$ cat src/rtl/ysyx_22041412_csr_pkg.sv
// Shared CSR indices, mstatus/mie bit positions, trap cause codes and the
// trap sequencer state encoding for the NPC machine-mode trap path.
package ysyx_22041412_csr_pkg;

    localparam int CSR_MSTATUS = 1;
    localparam int CSR_MIE     = 2;
    localparam int CSR_MTVEC   = 3;
    localparam int CSR_MEPC    = 4;
    localparam int CSR_MCAUSE  = 5;
    localparam int CSR_MIP     = 6;

    localparam int EXC_ECALL_M = 'hb;
    localparam int EXC_MRET    = 'hc;
    localparam int IRQ_MTI     = 7;

    localparam int MSTATUS_MIE    = 3;
    localparam int MSTATUS_MPIE   = 7;
    localparam int MSTATUS_MPP_HI = 12;
    localparam int MSTATUS_MPP_LO = 11;
    localparam int MIE_MTIE       = 7;

    typedef enum logic [2:0] {
        IDLE,
        SAVE_EPC,
        SAVE_CAUSE,
        UPD_STATUS,
        RD_MTVEC,
        RESTORE,
        RD_MEPC,
        REDIRECT
    } trap_state_e;

endpackage

$ cat src/rtl/ysyx_22041412_trap_ctrl_if.sv
// Trap controller bus: core commit requests, CLINT timer level, CSR file
// ports and the fetch redirect. master = core/CSR side, slave = trap_ctrl.
interface ysyx_22041412_trap_ctrl_if #(
    parameter int XLEN   = 64,
    parameter int CSR_AW = 3
);
    logic              req_valid;
    logic              req_type;
    logic [XLEN-1:0]   req_pc;
    logic              req_ready;
    logic              mtip;
    logic              irq_take;
    logic              busy;
    logic [CSR_AW-1:0] csr_raddr;
    logic [XLEN-1:0]   csr_rdata;
    logic              csr_we;
    logic [CSR_AW-1:0] csr_waddr;
    logic [XLEN-1:0]   csr_wdata;
    logic              redirect_valid;
    logic [XLEN-1:0]   redirect_pc;

    modport master (
        output req_valid, req_type, req_pc, mtip, csr_rdata,
        input  req_ready, irq_take, busy, csr_raddr, csr_we, csr_waddr,
               csr_wdata, redirect_valid, redirect_pc
    );

    modport slave (
        input  req_valid, req_type, req_pc, mtip, csr_rdata,
        output req_ready, irq_take, busy, csr_raddr, csr_we, csr_waddr,
               csr_wdata, redirect_valid, redirect_pc
    );
endinterface

$ cat src/rtl/ysyx_22041412_trap_target.sv
// Trap vector computation from mtvec. With VECTORED_MTVEC_EN defined,
// interrupts in vectored mode jump to base + 4*cause; otherwise always base.
module ysyx_22041412_trap_target #(
    parameter int XLEN = 64
) (
    input  logic [XLEN-1:0] i_mtvec,
    input  logic            i_is_irq,
    input  logic [5:0]      i_cause,
    output logic [XLEN-1:0] o_target
);
    logic [XLEN-1:0] w_base;
    assign w_base = {i_mtvec[XLEN-1:2], 2'b00};

`ifdef VECTORED_MTVEC_EN
    assign o_target = (i_is_irq && i_mtvec[1:0] == 2'b01)
                    ? w_base + XLEN'({i_cause, 2'b00}) : w_base;
`else
    logic w_unused;
    assign w_unused = ^{i_is_irq, i_cause, i_mtvec[1:0]};
    assign o_target = w_base;
`endif
endmodule

$ cat src/rtl/ysyx_22041412_trap_ctrl.sv
// Machine-mode trap sequencer: ecall / mret / timer interrupt entry and
// return through the CSR file, then a fetch redirect. Option: VECTORED_MTVEC_EN.
module ysyx_22041412_trap_ctrl
    import ysyx_22041412_csr_pkg::*;
#(
    parameter int XLEN   = 64,
    parameter int CSR_AW = 3
) (
    input  logic                            clk,
    input  logic                            rst,
    ysyx_22041412_trap_ctrl_if.slave        bus
);
    localparam logic [CSR_AW-1:0] A_MSTATUS = CSR_AW'(CSR_MSTATUS);
    localparam logic [CSR_AW-1:0] A_MIE     = CSR_AW'(CSR_MIE);
    localparam logic [CSR_AW-1:0] A_MTVEC   = CSR_AW'(CSR_MTVEC);
    localparam logic [CSR_AW-1:0] A_MEPC    = CSR_AW'(CSR_MEPC);
    localparam logic [CSR_AW-1:0] A_MCAUSE  = CSR_AW'(CSR_MCAUSE);
    localparam logic [XLEN-1:0]   CAUSE_ECALL = XLEN'(EXC_ECALL_M);
    localparam logic [XLEN-1:0]   CAUSE_TIMER = {1'b1, (XLEN-1)'(IRQ_MTI)};

    trap_state_e       r_state;
    logic [CSR_AW-1:0] r_idle_raddr;
    logic              r_sh_mie;
    logic              r_sh_mtie;
    logic              r_is_irq;
    logic [XLEN-1:0]   r_pc;
    logic [XLEN-1:0]   r_cause;
    logic [XLEN-1:0]   r_target;

    logic [XLEN-1:0]   w_rdata;
    logic [XLEN-1:0]   w_st_trap;
    logic [XLEN-1:0]   w_st_ret;
    logic [XLEN-1:0]   w_vec_target;
    logic              w_idle;
    logic              w_irq_pend;
    logic              w_we;
    logic [CSR_AW-1:0] w_waddr;
    logic [CSR_AW-1:0] w_raddr;
    logic [XLEN-1:0]   w_wdata;

    assign w_rdata    = bus.csr_rdata;
    assign w_idle     = (r_state == IDLE);
    // Shadows reset to 0, so no interrupt can be taken while rst is high.
    assign w_irq_pend = bus.mtip & r_sh_mie & r_sh_mtie;

    assign bus.irq_take       = w_idle & w_irq_pend;
    assign bus.req_ready      = w_idle & ~rst & bus.req_valid & ~w_irq_pend;
    assign bus.busy           = ~w_idle;
    assign bus.redirect_valid = (r_state == REDIRECT);
    assign bus.redirect_pc    = r_target;
    assign bus.csr_we         = w_we;
    assign bus.csr_waddr      = w_waddr;
    assign bus.csr_wdata      = w_wdata;
    assign bus.csr_raddr      = w_raddr;

    always_comb begin
        w_st_trap = w_rdata;
        w_st_trap[MSTATUS_MPIE] = w_rdata[MSTATUS_MIE];
        w_st_trap[MSTATUS_MIE]  = 1'b0;
        w_st_trap[MSTATUS_MPP_HI:MSTATUS_MPP_LO] = 2'b11;
        w_st_ret = w_rdata;
        w_st_ret[MSTATUS_MIE]   = w_rdata[MSTATUS_MPIE];
        w_st_ret[MSTATUS_MPIE]  = 1'b1;
        w_st_ret[MSTATUS_MPP_HI:MSTATUS_MPP_LO] = 2'b11;
    end

    // Read-modify-write states present mstatus and write it back in one cycle.
    always_comb begin
        w_we    = 1'b0;
        w_waddr = '0;
        w_wdata = '0;
        w_raddr = w_idle ? r_idle_raddr : A_MSTATUS;
        case (r_state)
            SAVE_EPC:   begin w_we = 1'b1; w_waddr = A_MEPC;    w_wdata = r_pc;      end
            SAVE_CAUSE: begin w_we = 1'b1; w_waddr = A_MCAUSE;  w_wdata = r_cause;   end
            UPD_STATUS: begin w_we = 1'b1; w_waddr = A_MSTATUS; w_wdata = w_st_trap; end
            RESTORE:    begin w_we = 1'b1; w_waddr = A_MSTATUS; w_wdata = w_st_ret;  end
            RD_MTVEC:   w_raddr = A_MTVEC;
            RD_MEPC:    w_raddr = A_MEPC;
            default:    ;
        endcase
    end

    ysyx_22041412_trap_target #(.XLEN(XLEN)) u_target (
        .i_mtvec  (w_rdata),
        .i_is_irq (r_is_irq),
        .i_cause  (r_cause[5:0]),
        .o_target (w_vec_target)
    );

    always_ff @(posedge clk or posedge rst) begin
        if (rst) begin
            r_state      <= IDLE;
            r_idle_raddr <= '0;
            r_sh_mie     <= 1'b0;
            r_sh_mtie    <= 1'b0;
            r_is_irq     <= 1'b0;
            r_pc         <= '0;
            r_cause      <= '0;
            r_target     <= '0;
        end else begin
            case (r_state)
                IDLE: begin
                    // Alternate mstatus/mie reads to keep the enable shadows fresh.
                    r_idle_raddr <= (r_idle_raddr == A_MSTATUS) ? A_MIE : A_MSTATUS;
                    if (r_idle_raddr == A_MSTATUS) r_sh_mie  <= w_rdata[MSTATUS_MIE];
                    if (r_idle_raddr == A_MIE)     r_sh_mtie <= w_rdata[MIE_MTIE];
                    if (w_irq_pend) begin
                        r_pc     <= bus.req_pc & ~XLEN'(1);
                        r_cause  <= CAUSE_TIMER;
                        r_is_irq <= 1'b1;
                        r_state  <= SAVE_EPC;
                    end else if (bus.req_valid && !bus.req_type) begin
                        r_pc     <= bus.req_pc & ~XLEN'(1);
                        r_cause  <= CAUSE_ECALL;
                        r_is_irq <= 1'b0;
                        r_state  <= SAVE_EPC;
                    end else if (bus.req_valid) begin
                        r_state  <= RESTORE;
                    end
                end
                SAVE_EPC:   r_state <= SAVE_CAUSE;
                SAVE_CAUSE: r_state <= UPD_STATUS;
                UPD_STATUS: begin
                    r_sh_mie <= 1'b0;
                    r_state  <= RD_MTVEC;
                end
                RD_MTVEC: begin
                    r_target <= w_vec_target;
                    r_state  <= REDIRECT;
                end
                // Shadow tracks the restored MIE so a back-to-back interrupt sees it.
                RESTORE: begin
                    r_sh_mie <= w_rdata[MSTATUS_MPIE];
                    r_state  <= RD_MEPC;
                end
                RD_MEPC: begin
                    r_target <= w_rdata;
                    r_state  <= REDIRECT;
                end
                REDIRECT: r_state <= IDLE;
                default:  r_state <= IDLE;
            endcase
        end
    end
endmodule

$ cat src/flat_wrapper.sv
// flat-port wrapper written by rule: the top's interface ports become plain ports
module ysyx_22041412_trap_ctrl_flat import ysyx_22041412_csr_pkg::*;
#(
    parameter int XLEN   = 64,
    parameter int CSR_AW = 3
)
  (clk, rst, bus_req_valid, bus_req_type, bus_req_pc, bus_mtip, bus_csr_rdata, bus_req_ready, bus_irq_take, bus_busy, bus_csr_raddr, bus_csr_we, bus_csr_waddr, bus_csr_wdata, bus_redirect_valid, bus_redirect_pc);
  ysyx_22041412_trap_ctrl_if #(.XLEN(XLEN), .CSR_AW(CSR_AW)) bus_i ();
  input  logic clk;
  input  logic rst;
  input wire logic [$bits(bus_i.req_valid)-1:0] bus_req_valid;
  input wire logic [$bits(bus_i.req_type)-1:0] bus_req_type;
  input wire logic [$bits(bus_i.req_pc)-1:0] bus_req_pc;
  input wire logic [$bits(bus_i.mtip)-1:0] bus_mtip;
  input wire logic [$bits(bus_i.csr_rdata)-1:0] bus_csr_rdata;
  output wire logic [$bits(bus_i.req_ready)-1:0] bus_req_ready;
  output wire logic [$bits(bus_i.irq_take)-1:0] bus_irq_take;
  output wire logic [$bits(bus_i.busy)-1:0] bus_busy;
  output wire logic [$bits(bus_i.csr_raddr)-1:0] bus_csr_raddr;
  output wire logic [$bits(bus_i.csr_we)-1:0] bus_csr_we;
  output wire logic [$bits(bus_i.csr_waddr)-1:0] bus_csr_waddr;
  output wire logic [$bits(bus_i.csr_wdata)-1:0] bus_csr_wdata;
  output wire logic [$bits(bus_i.redirect_valid)-1:0] bus_redirect_valid;
  output wire logic [$bits(bus_i.redirect_pc)-1:0] bus_redirect_pc;
  assign bus_i.req_valid = bus_req_valid;
  assign bus_i.req_type = bus_req_type;
  assign bus_i.req_pc = bus_req_pc;
  assign bus_i.mtip = bus_mtip;
  assign bus_i.csr_rdata = bus_csr_rdata;
  assign bus_req_ready = bus_i.req_ready;
  assign bus_irq_take = bus_i.irq_take;
  assign bus_busy = bus_i.busy;
  assign bus_csr_raddr = bus_i.csr_raddr;
  assign bus_csr_we = bus_i.csr_we;
  assign bus_csr_waddr = bus_i.csr_waddr;
  assign bus_csr_wdata = bus_i.csr_wdata;
  assign bus_redirect_valid = bus_i.redirect_valid;
  assign bus_redirect_pc = bus_i.redirect_pc;
  ysyx_22041412_trap_ctrl #(.XLEN(XLEN), .CSR_AW(CSR_AW)) u_core (.clk(clk), .rst(rst), .bus(bus_i));
endmodule
$ cat config.mk
export PLATFORM = sky130hd
export DESIGN_NAME = ysyx_22041412_trap_ctrl_flat
export DESIGN_NICKNAME = d
export VERILOG_FILES = /design/src/rtl/ysyx_22041412_csr_pkg.sv /design/src/rtl/ysyx_22041412_trap_ctrl_if.sv /design/src/rtl/ysyx_22041412_trap_target.sv /design/src/rtl/ysyx_22041412_trap_ctrl.sv /design/src/flat_wrapper.sv
export SDC_FILE = /design/constraint.sdc
export NUM_CORES = 1
export LEC_CHECK = 0
export BUFFER_PORTS_ARGS = -buffer_cell sky130_fd_sc_hd__buf_2
export CAP_MARGIN = 20
export CORE_ASPECT_RATIO = 1.25
export CORE_MARGIN = 4
export CORE_UTILIZATION = 40
export DETAILED_ROUTE_END_ITERATION = 7
export HOLD_SLACK_MARGIN = 0.12
export PLACE_DENSITY = 0.8
export SYNTH_ARGS = -nofsm -noshare
export SYNTH_HDL_FRONTEND = slang
export SYNTH_HIERARCHICAL = 1
export SYNTH_SLANG_ARGS = --single-unit
$ cat constraint.sdc
create_clock -name clk -period 5.93 [get_ports clk]
set_input_delay 1.4825 -clock clk [delete_from_list [all_inputs] [get_ports clk]]
set_output_delay 1.4825 -clock clk [all_outputs]
set_load 0.01 [all_outputs]
==> results of run 1 <==
## worst paths after layout
check	start	depth (start not counted)	slack, ns	end
worst max-delay path	u_core/r_state[2]$_DFFE_PP0P_	5	1.43	bus_csr_wdata[19]
worst min-delay path	u_core/bus.redirect_pc[45]$_DFFE_PP0P_	2	0.47	u_core/bus.redirect_pc[45]$_DFFE_PP0P_
worst max register to register	u_core/r_state[2]$_DFFE_PP0P_	5	3.29	u_core/r_pc[13]$_DFFE_PP0P_
worst min register to register	u_core/bus.redirect_pc[45]$_DFFE_PP0P_	2	0.47	u_core/bus.redirect_pc[45]$_DFFE_PP0P_
max in group asynchronous	rst	3	3.73	u_core/bus.redirect_pc[60]$_DFFE_PP0P_
min in group asynchronous	rst	2	1.14	u_core/r_idle_raddr[0]$_DFFE_PP0P_
## kinds of logic (layout without fill, tap and decap cells)
group	after synthesis	in the layout	synth area share, %
AOI/OAI and AO/OA	146	146	14.4
xor gates and xnor gates	1	1	0.124
buffers and inverters	119	317	10.7
DFF	137	137	48.7
muxes	134	134	20.3
other	2	3	0.107
and+or+nand+nor	93	93	5.72
## power groups by stage
stage / registers (mW) / clock network (mW) / logic [mW]
floorplan: 1.70 / 0 / 1.41
global placement: 1.67 / 0 / 2.17
detailed placement: 1.70 / 0 / 2.22
CTS: 1.69 / 1.11 / 2.22
global route: 1.75 / 1.15 / 2.41
finish: 1.69 / 1.07 / 2.19
## synth_stat cells, types with 3 or more instances
| library cell | instances | area share [%] |
|---|---|---|
| dfrtp_1 | 137 | 49 |
| a22o_1 | 56 | 7.0 |
| buf_2 | 17 | 1.2 |
| buf_4 | 65 | 6.9 |
| mux2i_1 | 66 | 9.4 |
| a21o_1 | 3 | 0.32 |
| buf_6 | 6 | 0.96 |
| a21oi_1 | 4 | 0.28 |
| nor2_1 | 6 | 0.32 |
| clkbuf_1 | 19 | 1.0 |
| o2bb2ai_1 | 4 | 0.50 |
| inv_1 | 7 | 0.37 |
| a22oi_1 | 3 | 0.32 |
| buf_1 | 4 | 0.21 |
| mux2_2 | 19 | 3.0 |
| mux2_1 | 49 | 7.8 |
| nand2b_1 | 5 | 0.44 |
| o21ai_0 | 65 | 4.6 |
| nand2_1 | 69 | 3.7 |
## layout make-up
cell class | count | area, um^2 | share of cell area [%]
clock buffers | 21 | 450 | 5.22
clock inverters | 11 | 148 | 1.71
well taps | 224 | 280 | 3.25
flip-flops and latches | 137 | 3430 | 39.7
repair buffers | 277 | 1410 | 16.3
multi-input cells | 377 | 2880 | 33.4
inverters | 8 | 35.0 | 0.406
## registers in the layout, indices dropped and copies added (netlist names)
name,cells
u_core/bus.redirect_pc,64
u_core/r_cause,3
u_core/r_idle_raddr,2
u_core/r_pc,63
u_core/r_sh_mie,1
u_core/r_sh_mtie,1
u_core/r_state,3
## per-stage QoR
step / instance area, um^2 / setup slack, ns / instances / utilization (%) / hold WS [ns]
5_1_grt: 8630 / 1.27 / 1055 / 49.7 / 0.492
6_report: 8630 / 1.43 / 1055 / 49.7 / 0.472
4_1_cts: 8630 / 1.44 / 1055 / 49.7 / 0.478
3_3_place_gp: 8030 / 1.91 / 1023 / 46.2 / 0.457
3_5_place_dp: 8030 / 1.89 / 1023 / 46.2 / 0.465
2_1_floorplan: 7050 / 0.780 / 633 / - / 0.457
## metal layers
layer / vias up / global-route usage, % / wire length, um
li1: 2541 / - / -
met1: 2577 / 21.0 / 7340
met2: 170 / 31.8 / 9360
met3: 32 / 4.92 / 1020
met4: 6 / 6.90 / 448
met5: - / 0 / 41
## worst min-delay path, delay by kind of cell (launching register included)
kind	cells	cell delay (ns)
AO/OA/AOI/OAI	1	0.06
AND/OR/NAND/NOR	1	0.04
flip-flops	1	0.33
==> flow_metrics.env, run 1 <==
export IMPL_core_area_mm2=0.0174
export IMPL_clk_pin_slew_ns=0.06
export IMPL_end_kind="output port"
export IMPL_power_mw=4.96
export IMPL_start_util_pct=40.6
export IMPL_yosys_register_bits=137
export IMPL_power_frac_comb_pct=44.2
export IMPL_setup_tns_final_ns=0
export IMPL_chipHeight_um=156
export IMPL_cts_tree="built"
export IMPL_drt_pass1_iter_count=4
export IMPL_final_common_cell="buf_2"
export IMPL_synthFlopType="dfrtp_1"
export IMPL_internal_power_mw=3.04
export IMPL_grt_overflow=0
export IMPL_power_net_switching_mw=1.92
export IMPL_drv_slew=0
export IMPL_synth_edf_count=0
export IMPL_place_congestion=0.777
export IMPL_synth_area_mm2=0.00704
export IMPL_pwr_share_seq_pct=34.1
export IMPL_crit_chain="xor2_1 > and2_2 > buf_4 > a22o_1 > buf_2"
export IMPL_dpl_hpwl_mm=12.8
export IMPL_drv_cap=0
export IMPL_grt_usage_pct=18.1
export IMPL_die_area_mm2=0.0198
export IMPL_rsz0062_at_grt="no"
export IMPL_antenna_found_initial=3
export IMPL_io_pins=272
export IMPL_cts_buffers=17
export IMPL_hp_class="register to register"
export IMPL_ant_nets=0
export IMPL_port_buffers=269
export IMPL_grt_max_degree=118
export IMPL_vias=5326
export IMPL_ys_warn_count=6
export IMPL_wire_per_inst_um=17.3
export IMPL_via_per_inst=5.05
export IMPL_die_x_um=127
export IMPL_tightest_slew_ns=1.06
export IMPL_path_delay_family="flip-flops"
export IMPL_power_density_mw_per_mm2=575
export IMPL_root_buffer="clkbuf_16"
export IMPL_drcViolationCount=0
export IMPL_crit_buf_inv=2
export IMPL_fin_worst_skew_ns=0.0110
export IMPL_holdBufCountCts=0
export IMPL_setup_viol=0
export IMPL_switching_share_pct=38.7
export IMPL_layout_common_cells="buf_2 (269), dfrtp_1 (137), nand2_1 (69)"
export IMPL_p_clk_share_pct=21.7
export IMPL_hold_violations=0
export IMPL_layout_drive_gt1_share_pct=40.2
export IMPL_required_ns=4.45
export IMPL_diodes=0
export IMPL_cp_data_arrival_time_ns=3.02
export IMPL_synth_cell_types=40
export IMPL_cts_sinks=137
export IMPL_syn_avg_cell_area_um2=11.1
export IMPL_synth_cells=632
export IMPL_synth_seq_area_share_pct=48.7
export IMPL_htree_levels=4
export IMPL_ctsResizeCount=0
export IMPL_crit_path_max_fanout=40
export IMPL_clock_latency_ns=0.41
export IMPL_ir_drop_uv=225
export IMPL_crit_type="register to output port"
export IMPL_clock_fmax_mhz=222
export IMPL_slowest_delay_ns=0.88
export IMPL_slew_headroom_pct=29.4
export IMPL_min_period_ns=4.50
export IMPL_fillers=1622
export IMPL_nets=951
export IMPL_min_period_over_period_pct=75.9
export IMPL_dr_first_iter_drc_count=215
export IMPL_grt_pass1_wl_mm=28.4
export IMPL_cellLeakagePower_nw=4.68
export IMPL_cts_setup_buffers=0
export IMPL_placementRows=54
export IMPL_wl_mm=18.2
export IMPL_first_global_vias=5440
export IMPL_cts_buffer_depth=2
export IMPL_synthToLayoutAreaGrowth_pct=22.5
export IMPL_startpoint_type="register"
export IMPL_cpMaxStageDelayCell="dfrtp_1"
export IMPL_outcome="completed"
export IMPL_asyncSetResetFlopFracSynth_pct=100
Power figures use the tool's default switching activity.
==> run 2, diff against run 1 <==
- clock period: 5.93 -> 4.53 ns (I/O delays scaled with it)
==> run 2 against run 1 <==
Against the previous run:
- cell count increased by 0.19%
- combinational power rose by 33%
- critical path depth stayed put
- setup slack worse by 0.66 ns
- critical path type unchanged
- largest cell class unchanged
- largest power group unchanged
==> flow_metrics.env, run 2 (synthesis results as in run 1) <==
export IMPL_outcome="completed"
export IMPL_min_period_ns=3.77
export IMPL_clock_latency_ns=0.40
export IMPL_holdBufCountCts=0
export IMPL_die_area_mm2=0.0198
export IMPL_min_period_over_period_pct=83.1
export IMPL_placementRows=54
export IMPL_power_density_mw_per_mm2=757
export IMPL_cts_buffer_depth=2
export IMPL_slew_headroom_pct=44.3
export IMPL_hp_class="register to register"
export IMPL_ctsResizeCount=0
export IMPL_register_area_mm2=0.00343
export IMPL_drt_pass1_iter_count=4
export IMPL_synthToLayoutAreaGrowth_pct=23.5
export IMPL_grt_usage_pct=17.7
export IMPL_ant_nets=0
export IMPL_cp_data_arrival_time_ns=2.63
export IMPL_setup_tns_final_ns=0
export IMPL_hold_violations=0
export IMPL_wl_mm=17.9
export IMPL_start_util_pct=40.6
export IMPL_cts_sinks=137
export IMPL_end_kind="output port"
export IMPL_required_ns=3.40
export IMPL_fin_worst_skew_ns=0.00616
export IMPL_die_x_um=127
export IMPL_crit_type="register to output port"
export IMPL_largest_reg_flops=64
export IMPL_fillers=1598
export IMPL_ir_drop_uv=440
export IMPL_tightest_slew_ns=0.836
export IMPL_rsz0062_at_grt="no"
export IMPL_antenna_found_initial=3
export IMPL_clk_pin_slew_ns=0.06
export IMPL_cts_buffers=17
export IMPL_vias=5287
export IMPL_core_area_mm2=0.0174
export IMPL_startpoint_type="register"
export IMPL_place_congestion=0.835
export IMPL_drv_cap=0
export IMPL_dpl_hpwl_mm=13.0
export IMPL_setup_viol=0
export IMPL_wire_per_inst_um=16.9
export IMPL_drcViolationCount=0
export IMPL_cellLeakagePower_nw=4.71
export IMPL_dr_first_iter_drc_count=274
export IMPL_layout_drive_gt1_share_pct=40.5
export IMPL_grt_overflow=0
export IMPL_port_buffers=269
export IMPL_via_per_inst=5.00
export IMPL_power_mw=6.58
export IMPL_grt_max_degree=93
export IMPL_nets=953
export IMPL_crit_path_max_fanout=31
export IMPL_layout_common_cells="buf_2 (269), dfrtp_1 (137), nand2_1 (69)"
export IMPL_clock_fmax_mhz=266
export IMPL_chipHeight_um=156
export IMPL_cts_setup_buffers=0
export IMPL_final_common_cell="buf_2"
export IMPL_first_global_vias=5494
export IMPL_io_pins=272
export IMPL_htree_levels=4
export IMPL_root_buffer="clkbuf_16"
export IMPL_grt_pass1_wl_mm=28.0
export IMPL_place_ws_ns=1.21
export IMPL_multi_input_area_mm2=0.00288
export IMPL_drv_slew=0
export IMPL_timing_final_ws_setup_ns=0.764
export IMPL_whs_ns=0.472
export IMPL_utilization_pct=50.1
export IMPL_cts_tree="built"
[run 2: cell count changes in the layout (fill, tap and decap cells not counted)]
| cell | before | now |
|---|---|---|
| inv_6 | 1 | 0 |
| diode_2 | 0 | 1 |
| clkinv_2 | 3 | 2 |
| clkbuf_8 | 1 | 2 |
| bufinv_16 | 3 | 4 |
| clkinvlp_4 | 1 | 3 |
| buf_12 | 0 | 2 |
| clkinv_4 | 4 | 3 |
| clkbuf_1 | 3 | 1 |
[run 2: critical path, stage by stage (launching register included)]
cell     delay (ns)
dfrtp_1        0.75
xor2_1         0.24
and2_2         0.65
buf_12         0.29
a22o_1         0.16
buf_2          0.13
[run 2: area by class of cell]
class | instances | area share (%)
tap | 224 | 3.22
multi-input combinational | 377 | 33.1
clock inverter | 11 | 1.97
inverter | 8 | 0.388
timing repair buffer | 279 | 16.6
sequential | 137 | 39.4
clock buffer | 20 | 5.25
antenna | 1 | 0.0288
[run 2: power by group]
group | switching (mW) | internal, mW | total, mW
registers | 0.353 | 1.83 | 2.18
clock network | 0.527 | 0.949 | 1.48
logic | 1.64 | 1.29 | 2.92
[run 2: per-stage QoR]
stage                     area, um^2  std cells
final                           8700       1057
after global routing            8700       1057
after CTS                       8690       1056
after detailed placement        8070       1025
after global placement          8070       1025
after floorplan                 7050        633
[run 2: routing by layer]
metal  vias to the layer above  GRT usage, %  share of wire [%]
met3                        34          4.47                5.6
li1                       2555             -                  -
met5                         -             0               0.11
met2                       175          30.6                 52
met4                         2          6.80                2.5
met1                      2521          21.1                 40
[run 2: path summary, 6_finish.rpt]
check                                                        from                                     end  slack [ns]  cells after the start
max in group asynchronous                                     rst  u_core/bus.redirect_pc[34]$_DFFE_PP0P_        3.10                      3
max                                 u_core/r_state[1]$_DFFE_PP0P_                       bus_csr_wdata[52]        0.76                      5
min reg2reg                u_core/bus.redirect_pc[47]$_DFFE_PP0P_  u_core/bus.redirect_pc[47]$_DFFE_PP0P_        0.47                      2
min in group asynchronous                                     rst  u_core/bus.redirect_pc[52]$_DFFE_PP0P_        0.86                      3
max reg2reg                         u_core/r_state[0]$_DFFE_PP0P_   u_core/bus.redirect_pc[0]$_DFFE_PP0P_        1.86                      5
min                        u_core/bus.redirect_pc[47]$_DFFE_PP0P_  u_core/bus.redirect_pc[47]$_DFFE_PP0P_        0.47                      2
==> run 3, diff against run 2 <==
- PLACE_DENSITY: 0.8 -> 0.82
- clock period: 4.53 -> 3.1 ns (I/O delays scaled with it)
==> run 3 against run 2 <==
Against the previous run:
- wire length down 1.0%
- sequential share of layout area down 0.093 points
- non-clock buffer count up 5
- sequential power up 46%
- sequential cell count unchanged
- highest routed layer unchanged
- register-to-register slack worse by 1.1 ns
- largest cell class unchanged
- clock skew up 0.0080 ns
- die area unchanged
==> flow_metrics.env, run 3 (synthesis results as in run 1) <==
export IMPL_min_period_ns=2.90
export IMPL_cellLeakagePower_nw=4.73
export IMPL_cts_tree="built"
export IMPL_start_util_pct=40.6
export IMPL_cts_buffers=17
export IMPL_diodes=0
export IMPL_htree_levels=4
export IMPL_synthToLayoutAreaGrowth_pct=23.8
export IMPL_first_global_vias=5554
export IMPL_cts_buffer_depth=2
export IMPL_switching_share_pct=38.5
export IMPL_cp_data_arrival_time_ns=2.12
export IMPL_tightest_slew_ns=0.852
export IMPL_slew_headroom_pct=43.1
export IMPL_clock_latency_ns=0.42
export IMPL_setup_viol=0
export IMPL_fillers=1585
export IMPL_grt_overflow=0
export IMPL_power_density_mw_per_mm2=1090
export IMPL_via_per_inst=4.98
export IMPL_ant_nets=0
export IMPL_clk_pin_slew_ns=0.06
export IMPL_outcome="completed"
export IMPL_chipHeight_um=156
export IMPL_hold_end="u_core/bus.redirect_pc[6]$_DFFE_PP0P_"
export IMPL_power_frac_comb_pct=45.3
export IMPL_hold_violations=0
export IMPL_worstHoldStart="u_core/bus.redirect_pc[6]$_DFFE_PP0P_"
export IMPL_holdBufCountCts=0
export IMPL_end_kind="output port"
export IMPL_drv_cap=0
export IMPL_antenna_found_initial=3
export IMPL_multi_input_area_mm2=0.00288
export IMPL_wl_mm=17.7
export IMPL_io_pins=272
export IMPL_crit_type="register to output port"
export IMPL_timing_final_ws_setup_ns=0.200
export IMPL_slowest_delay_ns=0.57
export IMPL_die_x_um=127
export IMPL_placed_area_mm2=0.00813
export IMPL_dpl_hpwl_mm=13.1
export IMPL_min_period_over_period_pct=93.5
export IMPL_cpMaxStageDelayCell="dfrtp_1"
export IMPL_nets=958
export IMPL_p_clk_share_pct=21.3
export IMPL_clock_fmax_mhz=345
export IMPL_grt_usage_pct=17.8
export IMPL_fin_worst_skew_ns=0.0142
export IMPL_placementRows=54
export IMPL_layout_common_cells="buf_2 (269), dfrtp_1 (136), nand2_1 (69)"
export IMPL_regToRegSetupSlack_ns=0.75
export IMPL_reg2reg_depth=6
export IMPL_place_congestion=0.802
export IMPL_pwr_share_seq_pct=33.4
export IMPL_place_ws_ns=0.514
export IMPL_die_area_mm2=0.0198
export IMPL_core_area_mm2=0.0174
export IMPL_whs_path_depth=2
export IMPL_hp_class="register to register"
export IMPL_wire_per_inst_um=16.7
export IMPL_power_net_switching_mw=3.66
export IMPL_setup_tns_final_ns=0
export IMPL_rsz0062_at_grt="no"
export IMPL_largest_reg_flops=64
export IMPL_drt_pass1_iter_count=6
export IMPL_drcViolationCount=0
export IMPL_dr_first_iter_drc_count=227
export IMPL_final_common_cell="buf_2"
export IMPL_crit_chain="xor2_1 > and2_2 > buf_4 > a22o_1 > buf_2"
export IMPL_fin_area_mm2=0.00872
export IMPL_startpoint_type="register"
export IMPL_internal_power_mw=5.84
export IMPL_drv_slew=0
export IMPL_layout_drive_gt1_share_pct=40.8
export IMPL_reg2reg_to="u_core/r_pc[15]$_DFFE_PP0P_"
export IMPL_ir_drop_uv=404
export IMPL_cts_sinks=137
export IMPL_rr_startpoint="u_core/r_state[1]$_DFFE_PP0P_"
export IMPL_root_buffer="clkbuf_16"
export IMPL_crit_path_max_fanout=30
export IMPL_required_ns=2.32
export IMPL_vias=5293
export IMPL_port_buffers=269
export IMPL_register_area_mm2=0.00343
export IMPL_grt_pass1_wl_mm=28.1
export IMPL_grt_max_degree=77
run 3: cell count changes in the layout (fill, tap and decap cells not counted):
| cell | delta |
|---|---|
| buf_4 | +3 |
| inv_6 | +3 |
| buf_12 | +2 |
| bufinv_16 | -2 |
| clkbuf_1 | +2 |
| clkinv_4 | -2 |
| clkbuf_8 | +1 |
| clkinvlp_4 | -1 |
| dfrtp_1 | -1 |
| dfrtp_2 | +1 |
| diode_2 | -1 |
run 3: worst max-delay path: cells and delay by family (launching register included):
kind / cells / cell delay, ns
xor gates and xnor gates: 1 / 0.27
AOI/OAI and AO/OA: 1 / 0.20
buffers and inverters: 2 / 0.45
and+or+nand+nor: 1 / 0.20
DFF: 1 / 0.57
run 3: power groups by stage:
stage | logic, mW | registers [mW] | clock network [mW]
3_5_place_dp | 4.35 | 3.20 | 0
3_3_place_gp | 4.26 | 3.14 | 0
4_1_cts | 4.36 | 3.18 | 2.09
6_report | 4.30 | 3.18 | 2.03
2_1_floorplan | 2.70 | 3.26 | 0
5_1_grt | 4.73 | 3.28 | 2.16
run 3: worst max path at each step:
stage / cells past startpoint / slack [ns] / endpoint / startpoint
floorplan: 1 / 0.62 / u_core/bus.redirect_pc[0]$_DFFE_PP0P_ / rst
global placement: 5 / 0.56 / bus_csr_wdata[51] / u_core/r_state[0]$_DFFE_PP0P_
detailed placement: 5 / 0.51 / bus_csr_wdata[35] / u_core/r_state[0]$_DFFE_PP0P_
CTS: 5 / 0.03 / bus_csr_wdata[35] / u_core/r_state[0]$_DFFE_PP0P_
global route: 5 / 0.09 / bus_csr_wdata[36] / u_core/r_state[1]$_DFFE_PP0P_
finish: 5 / 0.20 / bus_csr_wdata[35] / u_core/r_state[1]$_DFFE_PP0P_
run 3: per-layer routing:
| layer | vias to the layer above | global-route usage, % | wire (um) |
|---|---|---|---|
| li1 | 2552 | - | - |
| met1 | 2530 | 19.6 | 6800 |
| met2 | 168 | 31.7 | 9260 |
| met3 | 37 | 5.16 | 1150 |
| met4 | 6 | 8.33 | 481 |
| met5 | - | 0 | 41 |
run 3: per-stage QoR:
| stage | utilization [%] | cells | hold slack [ns] | total power [mW] |
|---|---|---|---|---|
| finish | 50.2 | 1062 | 0.472 | 9.51 |
| global route | 50.2 | 1062 | 0.499 | 10.2 |
| CTS | 50.2 | 1062 | 0.478 | 9.62 |
| detailed placement | 46.8 | 1030 | 0.465 | 7.55 |
| global placement | 46.8 | 1030 | 0.457 | 7.40 |
| floorplan | - | 633 | 0.457 | 5.96 |
run 3: timing repair:
item,CTS,global route
setup buffers,0,0
setup endpoints to repair,0,58
endpoints found under the hold margin,0,0
gates resized for setup,0,1
run 3: area by class of cell:
cell class	count	area share (%)
well taps	224	3.21
clock buffers	23	5.48
clock inverters	9	1.29
inverters	8	0.387
flip-flops and latches	137	39.3
repair buffers	284	17.3
multi-input cells	377	33.0
